File: src/rtl/serial_subtractor_nbit_pkg.sv
// Shared definitions for the bit-serial subtractor: controller states and default width.
package serial_subtractor_nbit_pkg;

    localparam int DEFAULT_N = 8;

    typedef enum logic [1:0] {
        IDLE  = 2'd0,
        SHIFT = 2'd1,
        DONE  = 2'd2
    } state_t;

endpackage

File: src/rtl/full_subtractor_1bit.sv
// One-bit full subtractor: d = a - b - bin, with borrow-out.
module full_subtractor_1bit (
    input  logic a,
    input  logic b,
    input  logic bin,
    output logic d,
    output logic bout
);

    assign d    = a ^ b ^ bin;
    assign bout = (~a & b) | (~(a ^ b) & bin);

endmodule

File: src/rtl/serial_subtractor_nbit.sv
// Bit-serial N-bit subtractor, LSB first, with valid/ready handshakes on both sides.
module serial_subtractor_nbit
    import serial_subtractor_nbit_pkg::*;
#(
    parameter int N = DEFAULT_N
) (
    input  logic         clk,
    input  logic         rst_n,
    input  logic [N-1:0] a,
    input  logic [N-1:0] b,
    input  logic         bin,
    input  logic         in_valid,
    output logic         in_ready,
    output logic [N-1:0] diff,
    output logic         bout,
    output logic         out_valid,
    input  logic         out_ready
);

    localparam int          CW   = $clog2(N);
    localparam logic [CW-1:0] LAST = CW'(N - 1);

    state_t        state;
    logic [N-1:0]  a_sh;
    logic [N-1:0]  b_sh;
    logic          br;
    logic [CW-1:0] cnt;
    logic          d_bit;
    logic          br_next;

    full_subtractor_1bit u_bit (
        .a    (a_sh[0]),
        .b    (b_sh[0]),
        .bin  (br),
        .d    (d_bit),
        .bout (br_next)
    );

    // The minuend register doubles as the result register: each difference bit
    // enters at the MSB as the consumed minuend bit leaves at the LSB.
    // NOTE: non-blocking assignments keep every register sampling pre-edge values,
    // so the shift, borrow and counter updates below see a consistent snapshot.
    always_ff @(posedge clk or negedge rst_n) begin
        // NOTE: all state, including the datapath shift registers, is reset so an
        // aborted operation can never leak partial bits into a later result.
        if (!rst_n) begin
            state     <= IDLE;
            a_sh      <= '0;
            b_sh      <= '0;
            br        <= 1'b0;
            cnt       <= '0;
            diff      <= '0;
            bout      <= 1'b0;
            out_valid <= 1'b0;
            in_ready  <= 1'b1;
        end else begin
            case (state)
                IDLE: begin
                    if (in_valid) begin
                        a_sh     <= a;
                        b_sh     <= b;
                        br       <= bin;
                        cnt      <= '0;
                        in_ready <= 1'b0;
                        state    <= SHIFT;
                    end
                end
                SHIFT: begin
                    a_sh <= {d_bit, a_sh[N-1:1]};
                    b_sh <= {1'b0, b_sh[N-1:1]};
                    br   <= br_next;
                    if (cnt == LAST) begin
                        diff      <= {d_bit, a_sh[N-1:1]};
                        bout      <= br_next;
                        out_valid <= 1'b1;
                        state     <= DONE;
                    end else begin
                        cnt <= cnt + 1'b1;
                    end
                end
                DONE: begin
                    if (out_ready) begin
                        out_valid <= 1'b0;
                        in_ready  <= 1'b1;
                        state     <= IDLE;
                    end
                end
                default: begin
                    state     <= IDLE;
                    out_valid <= 1'b0;
                    in_ready  <= 1'b1;
                end
            endcase
        end
    end

endmodule

File: config.mk
export PLATFORM = sky130hd
export DESIGN_NAME = serial_subtractor_nbit
export DESIGN_NICKNAME = d
export VERILOG_FILES = /design/src/rtl/serial_subtractor_nbit_pkg.sv /design/src/rtl/full_subtractor_1bit.sv /design/src/rtl/serial_subtractor_nbit.sv
export SDC_FILE = /design/constraint.sdc
export NUM_CORES = 1
export LEC_CHECK = 0
export CAP_MARGIN = 25
export CELL_PAD_IN_SITES_DETAIL_PLACEMENT = 1
export CELL_PAD_IN_SITES_GLOBAL_PLACEMENT = 1
export CORE_ASPECT_RATIO = 1.5
export CORE_MARGIN = 1.5
export CORE_UTILIZATION = 31
export CTS_CLUSTER_DIAMETER = 30
export DETAILED_ROUTE_END_ITERATION = 16
export GPL_TIMING_DRIVEN = 0
export PLACE_DENSITY = 0.67
export SYNTH_ARGS = -nofsm -noshare
export SYNTH_HDL_FRONTEND = slang
export SYNTH_SLANG_ARGS = --single-unit
export TNS_END_PERCENT = 20
File: constraint.sdc
create_clock -name clk -period 1.4 [get_ports clk]
set_clock_uncertainty 0.05 [all_clocks]
set_input_delay 0.21 -clock clk [delete_from_list [all_inputs] [get_ports clk]]
set_output_delay 0.21 -clock clk [all_outputs]
set_load 0.01 [all_outputs]
==> flow_summary.yaml <==
timing:
  max-slew-margin-rel_pct: 48.8
  min_period_ns: 1.46
  fin_ws_ns: -0.0639
  hold_viol_final: 0
  grt_setup_unrepaired: "yes"
  slew_violations: 0
  fmax_ghz: 0.683
  setup_viol: 7
  fin_crit_sh_pct: 105
  worst_pin_slew_ns: 0.768
setup_path:
  start_kind: "flip-flop"
  crit_required_ns: 1.52
  cp_max_fo: 10
  critical_path_arrival_ns: 1.58
  timing.rr.end: "diff[7]$_DFFE_PN0P_"
  ff2ff_path_depth: 5
  worstSetupEndpointType: "flip-flop"
  r2r_start: "cnt[1]$_DFFE_PN0P_"
  path_class: "flip-flop to flip-flop"
  rrSetupSlack_ns: -0.06
cells_and_area:
  fin_util_pct: 42.3
  drive_gt1_share_pct: 30.1
  fillCellCount: 555
  area_growth_pct: 31.1
  multi_input_area_um2: 732
  nets: 206
  design_area_um2: 2180
  insertedDiodeCount: 0
  regArea_um2: 827
floorplan:
  rows: 32
  core_area_um2: 5160
  die-area_um2: 5830
  num_io_pins: 32
  start_util_pct: 32.3
  fp.dieH_um: 92.8
  die_w_um: 62.9
yosys:
  seq_area_frac_synth_pct: 49.6
  yosys-top-cells-area: "dfrtp_1, o22ai_1, mux2_4"
  synth.most_common_cell: "dfrtp_1"
  ys_seq_elements: 33
  syn_area_per_cell_um2: 11.9
  syn_area_um2: 1670
  synth_top_area_cell: "dfrtp_1"
  yosysWarningCount: 0
  yosysUniqueCellTypes: 30
  async_flop_share_pct: 100
  netlist.area_leader.share_pct: 48.0
  ys.flop_type: "dfrtp_1"
  synth_commonest_cells: "dfrtp_1, o22ai_1, a21oi_1, a21oi_2, o22ai_2"
  synth_edf_count: 0
  synth_cells: 140
  syn_nets: 164
clock_network:
  clk_pin_slew_ns: 0.07
  clk_latency_ns: 0.29
  cts-buffers-inserted: 5
  cts_tree: "yes"
  clock_sinks: 33
  cts_max_path_buffers: 2
  cts_root_buffer: "clkbuf_8"
  htree_levels: 2
power_and_ir_drop:
  p_per_area_nw_per_um2: 2140
  p_leak_nw: 0.919
  ir_drop_mv: 0.829
status:
  violations: "setup timing"
  status: "finished with violations"
global_route:
  grt_pass1_vias: 1392
  grt_max_degree: 34
  grt_first_pass_wirelength_um: 6910
  track_usage_pct: 15.4
  overflow: 0
  antenna_found_initial: 0
run:
  maxCapViolations: 0
min_path:
  hold_path_depth: 3
  hold_start: "in_valid"
  hold_class: "input pin to flip-flop"
  min_to: "b_sh[1]$_DFFE_PN0P_"
routing:
  vias: 1290
  dr.first_iter.drc_count: 15
  wire_per_inst_um: 16.9
  drc: 0
  ant_nets: 0
  wl_um: 4250
  drtPass1Iterations: 4
  vias_per_cell: 5.14
placed_design:
  io_buffers: 30
  hpwl_um: 3000
  dpl_cell_area_um2: 2070
  place_congestion: 0.691
==> metrics by stage <==
step	hold slack [ns]	power [mW]	setup TNS [ns]	std cells	setup WS [ns]
floorplan	-0.136	3.24	-0.142	140	-0.0202
global placement	0.426	3.88	-21.65	238	-0.649
detailed placement	0.288	4.03	-0.762	238	-0.112
CTS	0.250	4.68	-0.456	250	-0.0710
global route	0.256	5.03	-0.865	251	-0.116
finish	0.256	4.68	-0.422	251	-0.0639
==> worst max-delay path: stages (launching register included) <==
cell and delay, ns:
dfrtp_1 0.38, ha_2 0.20, ha_4 0.18, nand3b_4 0.09, buf_12 0.14, mux2_4 0.30
==> flip-flops by register name, indices dropped and copies added (netlist names) <==
| name | flops |
|---|---|
| a_sh | 8 |
| b_sh | 8 |
| diff | 8 |
| cnt | 3 |
| state | 2 |
| bout | 1 |
| br | 1 |
| in_ready | 1 |
| out_valid | 1 |
==> how the worst max path moves through the flow <==
stage                           to          startpoint  slack [ns]  cells after the start
2_1_floorplan  diff[0]$_DFFE_PN0P_  cnt[0]$_DFFE_PN0P_       -0.02                      5
3_3_place_gp   diff[2]$_DFFE_PN0P_               rst_n       -0.65                      1
3_5_place_dp   diff[7]$_DFFE_PN0P_  cnt[0]$_DFFE_PN0P_       -0.11                      5
4_1_cts        diff[7]$_DFFE_PN0P_  cnt[0]$_DFFE_PN0P_       -0.07                      5
5_1_grt        diff[4]$_DFFE_PN0P_  cnt[1]$_DFFE_PN0P_       -0.12                      5
6_report       diff[7]$_DFFE_PN0P_  cnt[1]$_DFFE_PN0P_       -0.06                      5
==> cell families after synthesis <==
logic type / Yosys count / synth area share, %
AND/OR/NAND/NOR: 19 / 6.38
buffers and inverters: 17 / 7.73
flip-flops: 33 / 49.6
AO/OA/AOI/OAI: 60 / 26.6
adder cells (fa/ha/maj): 3 / 2.70
multiplexers: 8 / 6.98
==> area by class of cell <==
type	instances	share of cell area, %
timing repair buffer	35	14.8
sequential	33	37.9
clock buffer	8	3.67
tap	68	3.89
buffer	11	5.27
inverter	6	1.03
multi-input combinational	90	33.5
==> layer usage <==
metal | vias to the layer above | global-route usage, % | wire (um)
met2 | 20 | 27.7 | 2340
met5 | - | 0 | 0
met1 | 659 | 17.6 | 1740
met4 | 0 | 6.11 | 70
li1 | 605 | - | -
met3 | 6 | 3.40 | 99
==> where the power goes <==
| group | leakage (nW) | internal [mW] | switching, mW |
|---|---|---|---|
| logic | 0.499 | 1.15 | 1.04 |
| clock network | 0.0395 | 0.353 | 0.343 |
| registers | 0.381 | 1.42 | 0.376 |
==> placed cells by master (no fill, tap or decap) <==
master	instances
a32oi_1	2
clkbuf_1	3
a21oi_1	9
or2_1	1
buf_4	6
o21ai_0	2
mux2_1	1
nor4b_1	1
buf_6	4
nor2_1	6
o31ai_1	1
buf_2	4
nand2b_1	2
ha_2	1
o31ai_2	1
o22ai_2	9
a21oi_2	9
clkdlybuf4s50_1	18
dlygate4sd2_1	10
nor3_1	3
o21ai_1	5
mux2_4	7
dfrtp_1	32
buf_12	2
clkdlybuf4s15_1	1
o22ai_1	21
and2_1	1
fa_1	1
nand3b_4	1
nand2_1	4
ha_4	1
inv_2	3
o21ai_2	1
dlygate4sd3_1	1
inv_1	3
clkbuf_8	5
dfstp_2	1
==> what timing repair did <==
| action | in CTS | in global routing |
|---|---|---|
| resized for setup | 12 | 3 |
| pin swaps | 0 | 2 |
| buffers inserted | 3 | 1 |
| gates cloned | 0 | 0 |
| endpoints found under the hold margin | 32 | 0 |
| endpoints found under the setup margin | 20 | 11 |
| hold buffers | 1 | 0 |
No activity file was read; power rests on OpenSTA's default activity.
